## config.mk

```make
export PLATFORM = sky130hd
export DESIGN_NAME = bitonic_sorter_flat
export DESIGN_NICKNAME = d
export VERILOG_FILES = /design/src/rtl/bitonic_sorter_if.sv /design/src/rtl/bitonic_sorter.sv /design/src/flat_wrapper.sv
export SDC_FILE = /design/constraint.sdc
export NUM_CORES = 2
export LEC_CHECK = 0
export BUFFER_PORTS_ARGS = -buffer_cell sky130_fd_sc_hd__buf_2
export CAP_MARGIN = 20
export CORE_MARGIN = 4
export CORE_UTILIZATION = 40
export CTS_CLUSTER_DIAMETER = 50
export DETAILED_ROUTE_END_ITERATION = 6
export PLACE_DENSITY = 0.59
export SYNTH_ARGS = -nofsm -noshare
export SYNTH_HDL_FRONTEND = slang
export SYNTH_SLANG_ARGS = --single-unit
export TNS_END_PERCENT = 1
```

## constraint.sdc

```tcl
create_clock -name clk -period 15 [get_ports clk]
set_input_delay 1.5 -clock clk [delete_from_list [all_inputs] [get_ports clk]]
set_output_delay 1.5 -clock clk [all_outputs]
set_load 0.1 [all_outputs]
```

## src/rtl/bitonic_sorter_if.sv

```systemverilog
// Handshake and data bus between a candidate producer and the bitonic sorter.
// Latency: none (wires only).
// Backpressure: none; the sorter accepts every valid set.
interface bitonic_sorter_if #(
    parameter int DATA_WIDTH  = 11,
    parameter int INDEX_WIDTH = 9
);
    logic                   valid_in;
    logic [DATA_WIDTH-1:0]  data_in_0, data_in_1, data_in_2, data_in_3;
    logic [DATA_WIDTH-1:0]  data_in_4, data_in_5, data_in_6, data_in_7;
    logic [INDEX_WIDTH-1:0] indices_in_0, indices_in_1, indices_in_2, indices_in_3;
    logic [INDEX_WIDTH-1:0] indices_in_4, indices_in_5, indices_in_6, indices_in_7;

    logic                   valid_out;
    logic [DATA_WIDTH-1:0]  data_out_0, data_out_1, data_out_2, data_out_3;
    logic [INDEX_WIDTH-1:0] indices_out_0, indices_out_1, indices_out_2, indices_out_3;

    modport master (
        output valid_in,
        output data_in_0, data_in_1, data_in_2, data_in_3,
        output data_in_4, data_in_5, data_in_6, data_in_7,
        output indices_in_0, indices_in_1, indices_in_2, indices_in_3,
        output indices_in_4, indices_in_5, indices_in_6, indices_in_7,
        input  valid_out,
        input  data_out_0, data_out_1, data_out_2, data_out_3,
        input  indices_out_0, indices_out_1, indices_out_2, indices_out_3
    );

    modport slave (
        input  valid_in,
        input  data_in_0, data_in_1, data_in_2, data_in_3,
        input  data_in_4, data_in_5, data_in_6, data_in_7,
        input  indices_in_0, indices_in_1, indices_in_2, indices_in_3,
        input  indices_in_4, indices_in_5, indices_in_6, indices_in_7,
        output valid_out,
        output data_out_0, data_out_1, data_out_2, data_out_3,
        output indices_out_0, indices_out_1, indices_out_2, indices_out_3
    );
endinterface

```

## src/rtl/bitonic_sorter.sv

```systemverilog
// 8-input bitonic sorting network returning the four smallest {key, tag} pairs, ascending.
// Latency: 3 cycles, or 6 with BITONIC_SORTER_FULL_PIPE_EN defined (register after every stage).
// Backpressure: none; one set per cycle, outputs hold the last valid result when idle.
module bitonic_sorter #(
    parameter int DATA_WIDTH  = 11,
    parameter int INDEX_WIDTH = 9
) (
    input  logic             clk,
    input  logic             rst_n,
    bitonic_sorter_if.slave  bus
);
    // Elements compare as {key, tag}, so key ties resolve by lower tag.
    localparam int EW = DATA_WIDTH + INDEX_WIDTH;
    typedef logic [EW-1:0]       elem_t;
    typedef logic [7:0][EW-1:0]  lanes_t;

    // Block size of the bitonic sequence being merged at stage s.
    function automatic int stage_k(input int s);
        case (s)
            0:       return 2;
            1, 2:    return 4;
            default: return 8;
        endcase
    endfunction

    // Compare distance at stage s.
    function automatic int stage_j(input int s);
        case (s)
            0, 2, 5: return 1;
            1, 4:    return 2;
            default: return 4;
        endcase
    endfunction

    // Which stages end in a pipeline register; the last one always does.
    function automatic bit reg_after(input int s);
`ifdef BITONIC_SORTER_FULL_PIPE_EN
        return (s >= 0);
`else
        return (s == 0) || (s == 2) || (s == 5);
`endif
    endfunction

    // One compare-exchange stage: lane i pairs with i|j; direction is ascending when bit k of i is 0.
    function automatic lanes_t cx(input lanes_t a, input int k, input int j);
        lanes_t     r;
        logic [2:0] ia;
        logic [2:0] ib;
        logic       up;
        elem_t      lo;
        elem_t      hi;
        r = a;
        for (int i = 0; i < 8; i++) begin
            if ((i & j) == 0) begin
                ia = 3'(i);
                ib = 3'(i | j);
                up = ((i & k) == 0);
                lo = (a[ia] < a[ib]) ? a[ia] : a[ib];
                hi = (a[ia] < a[ib]) ? a[ib] : a[ia];
                r[ia] = up ? lo : hi;
                r[ib] = up ? hi : lo;
            end
        end
        return r;
    endfunction

    lanes_t in_lanes;
    assign in_lanes[0] = {bus.data_in_0, bus.indices_in_0};
    assign in_lanes[1] = {bus.data_in_1, bus.indices_in_1};
    assign in_lanes[2] = {bus.data_in_2, bus.indices_in_2};
    assign in_lanes[3] = {bus.data_in_3, bus.indices_in_3};
    assign in_lanes[4] = {bus.data_in_4, bus.indices_in_4};
    assign in_lanes[5] = {bus.data_in_5, bus.indices_in_5};
    assign in_lanes[6] = {bus.data_in_6, bus.indices_in_6};
    assign in_lanes[7] = {bus.data_in_7, bus.indices_in_7};

    for (genvar s = 0; s < 6; s++) begin : g_stage
        lanes_t din;
        logic   vin;
        lanes_t cmb;
        lanes_t dat;
        logic   vld;

        if (s == 0) begin : g_src
            assign din = in_lanes;
            assign vin = bus.valid_in;
        end else begin : g_chain
            assign din = g_stage[s-1].dat;
            assign vin = g_stage[s-1].vld;
        end

        assign cmb = cx(din, stage_k(s), stage_j(s));

        if (reg_after(s)) begin : g_reg
            // Stage register: valid always advances, data loads only with a valid set.
            always_ff @(posedge clk or negedge rst_n) begin
                if (!rst_n) begin
                    vld <= 1'b0;
                    dat <= '0;
                end else begin
                    vld <= vin;
                    if (vin) begin
                        dat <= cmb;
                    end
                end
            end
        end else begin : g_wire
            assign vld = vin;
            assign dat = cmb;
        end
    end

    // Final stage is always registered; the upper four lanes are discarded.
    lanes_t res;
    assign res = g_stage[5].dat;

    assign bus.valid_out     = g_stage[5].vld;
    assign bus.data_out_0    = res[0][EW-1:INDEX_WIDTH];
    assign bus.data_out_1    = res[1][EW-1:INDEX_WIDTH];
    assign bus.data_out_2    = res[2][EW-1:INDEX_WIDTH];
    assign bus.data_out_3    = res[3][EW-1:INDEX_WIDTH];
    assign bus.indices_out_0 = res[0][INDEX_WIDTH-1:0];
    assign bus.indices_out_1 = res[1][INDEX_WIDTH-1:0];
    assign bus.indices_out_2 = res[2][INDEX_WIDTH-1:0];
    assign bus.indices_out_3 = res[3][INDEX_WIDTH-1:0];
endmodule

```

## src/flat_wrapper.sv

```systemverilog
// flat-port wrapper written by rule: the top's interface ports become plain ports
module bitonic_sorter_flat 
#(
    parameter int DATA_WIDTH  = 11,
    parameter int INDEX_WIDTH = 9
)
  (clk, rst_n, bus_valid_in, bus_data_in_0, bus_data_in_1, bus_data_in_2, bus_data_in_3, bus_data_in_4, bus_data_in_5, bus_data_in_6, bus_data_in_7, bus_indices_in_0, bus_indices_in_1, bus_indices_in_2, bus_indices_in_3, bus_indices_in_4, bus_indices_in_5, bus_indices_in_6, bus_indices_in_7, bus_valid_out, bus_data_out_0, bus_data_out_1, bus_data_out_2, bus_data_out_3, bus_indices_out_0, bus_indices_out_1, bus_indices_out_2, bus_indices_out_3);
  bitonic_sorter_if #(.DATA_WIDTH(DATA_WIDTH), .INDEX_WIDTH(INDEX_WIDTH)) bus_i ();
  input  logic clk;
  input  logic rst_n;
  input wire logic [$bits(bus_i.valid_in)-1:0] bus_valid_in;
  input wire logic [$bits(bus_i.data_in_0)-1:0] bus_data_in_0;
  input wire logic [$bits(bus_i.data_in_1)-1:0] bus_data_in_1;
  input wire logic [$bits(bus_i.data_in_2)-1:0] bus_data_in_2;
  input wire logic [$bits(bus_i.data_in_3)-1:0] bus_data_in_3;
  input wire logic [$bits(bus_i.data_in_4)-1:0] bus_data_in_4;
  input wire logic [$bits(bus_i.data_in_5)-1:0] bus_data_in_5;
  input wire logic [$bits(bus_i.data_in_6)-1:0] bus_data_in_6;
  input wire logic [$bits(bus_i.data_in_7)-1:0] bus_data_in_7;
  input wire logic [$bits(bus_i.indices_in_0)-1:0] bus_indices_in_0;
  input wire logic [$bits(bus_i.indices_in_1)-1:0] bus_indices_in_1;
  input wire logic [$bits(bus_i.indices_in_2)-1:0] bus_indices_in_2;
  input wire logic [$bits(bus_i.indices_in_3)-1:0] bus_indices_in_3;
  input wire logic [$bits(bus_i.indices_in_4)-1:0] bus_indices_in_4;
  input wire logic [$bits(bus_i.indices_in_5)-1:0] bus_indices_in_5;
  input wire logic [$bits(bus_i.indices_in_6)-1:0] bus_indices_in_6;
  input wire logic [$bits(bus_i.indices_in_7)-1:0] bus_indices_in_7;
  output wire logic [$bits(bus_i.valid_out)-1:0] bus_valid_out;
  output wire logic [$bits(bus_i.data_out_0)-1:0] bus_data_out_0;
  output wire logic [$bits(bus_i.data_out_1)-1:0] bus_data_out_1;
  output wire logic [$bits(bus_i.data_out_2)-1:0] bus_data_out_2;
  output wire logic [$bits(bus_i.data_out_3)-1:0] bus_data_out_3;
  output wire logic [$bits(bus_i.indices_out_0)-1:0] bus_indices_out_0;
  output wire logic [$bits(bus_i.indices_out_1)-1:0] bus_indices_out_1;
  output wire logic [$bits(bus_i.indices_out_2)-1:0] bus_indices_out_2;
  output wire logic [$bits(bus_i.indices_out_3)-1:0] bus_indices_out_3;
  assign bus_i.valid_in = bus_valid_in;
  assign bus_i.data_in_0 = bus_data_in_0;
  assign bus_i.data_in_1 = bus_data_in_1;
  assign bus_i.data_in_2 = bus_data_in_2;
  assign bus_i.data_in_3 = bus_data_in_3;
  assign bus_i.data_in_4 = bus_data_in_4;
  assign bus_i.data_in_5 = bus_data_in_5;
  assign bus_i.data_in_6 = bus_data_in_6;
  assign bus_i.data_in_7 = bus_data_in_7;
  assign bus_i.indices_in_0 = bus_indices_in_0;
  assign bus_i.indices_in_1 = bus_indices_in_1;
  assign bus_i.indices_in_2 = bus_indices_in_2;
  assign bus_i.indices_in_3 = bus_indices_in_3;
  assign bus_i.indices_in_4 = bus_indices_in_4;
  assign bus_i.indices_in_5 = bus_indices_in_5;
  assign bus_i.indices_in_6 = bus_indices_in_6;
  assign bus_i.indices_in_7 = bus_indices_in_7;
  assign bus_valid_out = bus_i.valid_out;
  assign bus_data_out_0 = bus_i.data_out_0;
  assign bus_data_out_1 = bus_i.data_out_1;
  assign bus_data_out_2 = bus_i.data_out_2;
  assign bus_data_out_3 = bus_i.data_out_3;
  assign bus_indices_out_0 = bus_i.indices_out_0;
  assign bus_indices_out_1 = bus_i.indices_out_1;
  assign bus_indices_out_2 = bus_i.indices_out_2;
  assign bus_indices_out_3 = bus_i.indices_out_3;
  bitonic_sorter #(.DATA_WIDTH(DATA_WIDTH), .INDEX_WIDTH(INDEX_WIDTH)) u_core (.clk(clk), .rst_n(rst_n), .bus(bus_i));
endmodule
```

# --- Yosys cells after proc, flatten, opt, wreduce, memory -nomap -nowiden ---
# Cells that the tools add are included.
classes:
  n_lt_le_gt_ge: 20
  n_mux: 36
ops:
  columns: ["op", "count"]
  rows:
  - ["two-way mux 20 bit", 36]
  - ["less-than comparator 20 bit", 20]
totals:
  inputBits: 163
  reg_bits: 403

# --- Depth between registers and ports, before layout ---
logic_depth:
  depth_word: 6
  depth_mapped: 36
  mapped_depth_nobuf: 30

# --- Least setup slack after synthesis ---
# No wires, ideal clock.
synth_timing:
  path_type: "register to register"
  startpoint: "register u_core.g_stage[2].dat[73] (netlist name)"
  endpoint: "register u_core.g_stage[5].dat (netlist bit u_core.bus.data_out_2[8])"
  synth_period_minus_slack_ns: 6.966
  arrival_time_ns: 6.829
  path_slack_ns: 8.034
  path_buffers: 6
  setup_time_ns: 0.137
  stages_incl_launch_ff: 34
  path_cell_list: "dfrtp_1 > ha_1 > a21o_1 > nand3_1 > a21oi_1 > or4bb_1 > nor2_1 > buf_2 > buf_2 > mux2i_1 > ha_1 > o21ai_0 > o21bai_1 > a2111oi_0 > o21ai_1 > a21o_1 > a211oi_1 > buf_2 > buf_4 > mux2i_1 > inv_1 > ha_1 > a21o_1 > a21o_1 > a21oi_1 > o21ai_0 > a21oi_1 > a21oi_1 > or2_2 > o41ai_2 > buf_6 > buf_8 > mux2i_1 > a21oi_1"
synth_via:
  elab_chain_cells: 6
synth_rtl:
  columns: ["element", "line", "rtl"]
  rows:
  - ["start, declared", "bitonic_sorter.sv:81", "lanes_t dat;"]
  - ["start signal, assigned", "bitonic_sorter.sv:103", "dat <= cmb;"]
  - ["less-than comparator 20 bit", "bitonic_sorter.sv:58", "lo = (a[ia] < a[ib]) ? a[ia] : a[ib];"]
  - ["two-way mux 20 bit (*)", "bitonic_sorter.sv:58", null]
  - ["less-than comparator 20 bit", "bitonic_sorter.sv:59", "hi = (a[ia] < a[ib]) ? a[ib] : a[ia];"]
  - ["two-way mux 20 bit (*)", "bitonic_sorter.sv:59", null]
  - ["less-than comparator 20 bit", "bitonic_sorter.sv:58", null]
  - ["two-way mux 20 bit (*)", "bitonic_sorter.sv:58", null]
  - ["end signal, assigned", "bitonic_sorter.sv:103", null]
  - ["end, declared", "bitonic_sorter.sv:81", null]
# Every way passes the cells marked *; elsewhere a longest branch is shown, timed or not.
# A chain may end at the register's enable or synchronous reset.

# --- Worst setup path in the final report ---
layout_timing:
  startpoint: "register u_core.g_stage[2].dat[1] (netlist name)"
  endpoint: "register u_core.g_stage[5].dat (netlist bit u_core.bus.indices_out_3[1])"
layout_via:
  elab_chain_cells: 6
layout_rtl:
  columns: ["element", "line"]
  rows:
  - ["less-than comparator 20 bit", "bitonic_sorter.sv:58"]
  - ["two-way mux 20 bit (*)", "bitonic_sorter.sv:58"]
  - ["less-than comparator 20 bit", "bitonic_sorter.sv:59"]
  - ["two-way mux 20 bit (*)", "bitonic_sorter.sv:59"]
  - ["less-than comparator 20 bit", "bitonic_sorter.sv:59"]
  - ["two-way mux 20 bit (*)", "bitonic_sorter.sv:59"]
# Marks and branches as above.

==> impl_metrics.env <==
export IMPL_max_slew_margin_pct=20.1
export IMPL_yosys_warnings=0
export IMPL_arrival_ns=9.38
export IMPL_status="finished clean"
export IMPL_final_hold_viol_count=0
export IMPL_clkSinkCount=403
export IMPL_clk_pin_slew_ns=0.06
export IMPL_r2r_slack_ns=6.08
export IMPL_cts_buffer_depth=3
export IMPL_cp_common_cell="a21oi_1"
export IMPL_antenna_found_initial=3
export IMPL_drt_iter0_drc=2219
export IMPL_tritoncts="done"
export IMPL_synth_area_um2=30900
export IMPL_grt_util_all_layers_pct=25.0
export IMPL_die_w_um=286
export IMPL_setup_viol=0
export IMPL_dr_total_vias=26784
export IMPL_io_pins=244
export IMPL_grt_remaining_overflow=0
export IMPL_cp_start_kind="flip-flop"
export IMPL_synthCells=3429
export IMPL_yosys_register_bits=403
export IMPL_ant_nets=0
export IMPL_die_area_um2=81600
export IMPL_grt_max_degree=163
export IMPL_hpwlAfterDp_um=82700
export IMPL_grt_use_met3_pct=4.29
export IMPL_synth_ff_type="dfrtp_1"
export IMPL_top_usage_layer="met2"
export IMPL_initial_core_util_pct=40.5
export IMPL_drt_pass1_iter_count=6
export IMPL_crit_slowest_cell="mux2i_1"
export IMPL_worst_slew_pin_slew_ns=1.19
export IMPL_cp_required_ns=15.46
export IMPL_routedWlPerCell_um=22.6
export IMPL_viasPerCell=5.74
export IMPL_syn_area_per_cell_um2=9.00
export IMPL_area_delta_synth_final_pct=13.9
export IMPL_ys_seq_area_share_pct=32.7
export IMPL_path_delay_family="compound AO/OA/AOI/OAI gates"
export IMPL_timing_final_crit_share_pct=59.5
export IMPL_timing_critical_path_fanout_max=38
export IMPL_ys_async_sr_fraction_pct=100
export IMPL_max_freq_ghz=0.112
export IMPL_worstHoldPathCells=1
export IMPL_synth_nets=3972
export IMPL_fill_cells=7369
export IMPL_first_global_vias=25298
export IMPL_holdCritStartpoint="u_core.bus.indices_out_0[0]"
export IMPL_cts_setup_buffers=0
export IMPL_nets=4124
export IMPL_use_met1_pct=34.4
export IMPL_setup_tns_final_ns=0
export IMPL_met2_usage_pct=39.2
export IMPL_worst_path_buf_inv=4
export IMPL_ctsHoldBuffers=0
export IMPL_stdcell_area_um2=35100
export IMPL_coreArea_um2=76200
export IMPL_die_y_um=286
export IMPL_r2r_start="u_core.g_stage[2].dat[1]"
export IMPL_critPathMaxStageDelay_ns=0.83
export IMPL_ys_types=73
export IMPL_gp_congestion=0.993
export IMPL_synth_edf_count=0
export IMPL_critPathCaptureType="flip-flop"
export IMPL_drc=0
export IMPL_rows=101
export IMPL_r2r_cells=29
export IMPL_period_needed_ns=8.92
export IMPL_drive_above_1_share_pct=13.4
export IMPL_insertion_delay_ns=0.63
export IMPL_finalCoreUtilization_pct=46.1
export IMPL_skew_ns=0.0300
export IMPL_finalWirelength_um=105000
export IMPL_htreeDepth=2
export IMPL_portBuffers=243
export IMPL_holdCritPathClass="reg2reg"
export IMPL_layout_common_cells="dfrtp_1 (401), ha_1 (380), inv_1 (375)"
export IMPL_grt_setup_unrepaired="no"
export IMPL_holdPathEnd="u_core.bus.indices_out_0[0]"
export IMPL_final_common_cell="dfrtp_1"
export IMPL_cts_buffers=60
export IMPL_worstReg2RegEnd="u_core.bus.indices_out_3[1]"
export IMPL_drv_slew=0
export IMPL_cap_violations=0
export IMPL_criticalPathCategory="reg2reg"
export IMPL_placed_area_um2=33000
export IMPL_grt_pass1_wl_um=158000
export IMPL_cts_resized=0
export IMPL_ctsRootBufferMaster="clkbuf_16"
## cell usage after synthesis, types with 11 or more instances
cell      instances  area [µm²]
nand2_1         220         826
a221o_1          77         771
dfrtp_1         403       10100
a211oi_1         15         113
mux2i_1         338        3380
nand3_1         136         681
mux2_2           60         676
inv_1           375        1410
nand4_1          45         282
buf_1            13        48.8
o211ai_1         11        82.6
nor3_1           14        70.1
o21a_1           13        97.6
o221ai_1        159        1390
a21oi_1         312        1560
clkbuf_1        135         507
nand2b_1         27         169
o21ai_0         104         521
ha_1            380        4750
a21o_1           78         586
nor2b_1          93         582
buf_2            33         165
nor2_1          253         950
## cell families after synthesis
family	after synthesis	share of synthesized area, %
flops	403	32.7
buf+inv	566	7.25
fa+ha+maj	380	15.4
simple gates	830	12.5
mux	398	13.2
compound gates	852	19.0
## worst max path at each step
stage	start	endpoint	cells after the start
4_1_cts	u_core.g_stage[2].dat[69]	u_core.bus.data_out_1[10]	28
5_1_grt	u_core.g_stage[2].dat[1]	u_core.bus.data_out_3[10]	29
2_1_floorplan	u_core.g_stage[2].dat[73]	u_core.bus.data_out_2[8]	33
3_5_place_dp	u_core.g_stage[2].dat[69]	u_core.bus.data_out_1[10]	28
6_report	u_core.g_stage[2].dat[1]	u_core.bus.indices_out_3[1]	29
3_3_place_gp	u_core.g_stage[2].dat[69]	u_core.bus.data_out_3[4]	30
## flip-flops by register name, summed over array words and instances (netlist names)
register                  count
u_core.bus.indices_out_0      9
u_core.bus.data_out_3        11
u_core.bus.indices_out_2      9
u_core.g_stage.vld            2
u_core.bus.data_out_0        11
u_core.g_stage.dat          320
u_core.bus.indices_out_3      9
u_core.bus.data_out_2        11
u_core.bus.indices_out_1      9
u_core.bus.valid_out          1
u_core.bus.data_out_1        11
## routing by layer
layer  up-vias  wire length, µm
met3       181             7100
met4         4             4660
met5         -               27
met1     12948            46600
li1      12754                -
met2       897            46900
## cell type report
cell class	instances	area (µm²)	area share, %
Antenna cell	2	5.00	0.0142
Clock buffer	69	1590	4.51
Clock inverter	44	509	1.45
Inverter	375	1410	4.01
Multi-Input combinational cell	2460	18700	53.2
Sequential cell	403	10100	28.7
Tap cell	1030	1290	3.67
Timing Repair Buffer	281	1560	4.45
## stage by stage
stage / hold slack, ns / setup slack, ns / instances
2_1_floorplan: 0.352 / 8.03 / 3429
3_5_place_dp: 0.484 / 5.91 / 4547
4_1_cts: 0.497 / 5.84 / 4660
5_1_grt: 0.518 / 5.62 / 4662
3_3_place_gp: 0.487 / 5.97 / 4546
6_report: 0.492 / 6.08 / 4664
Power is left out: the tool's default activity adds up to more than one toggle a clock period on the data nets, which glitch-free logic cannot reach.
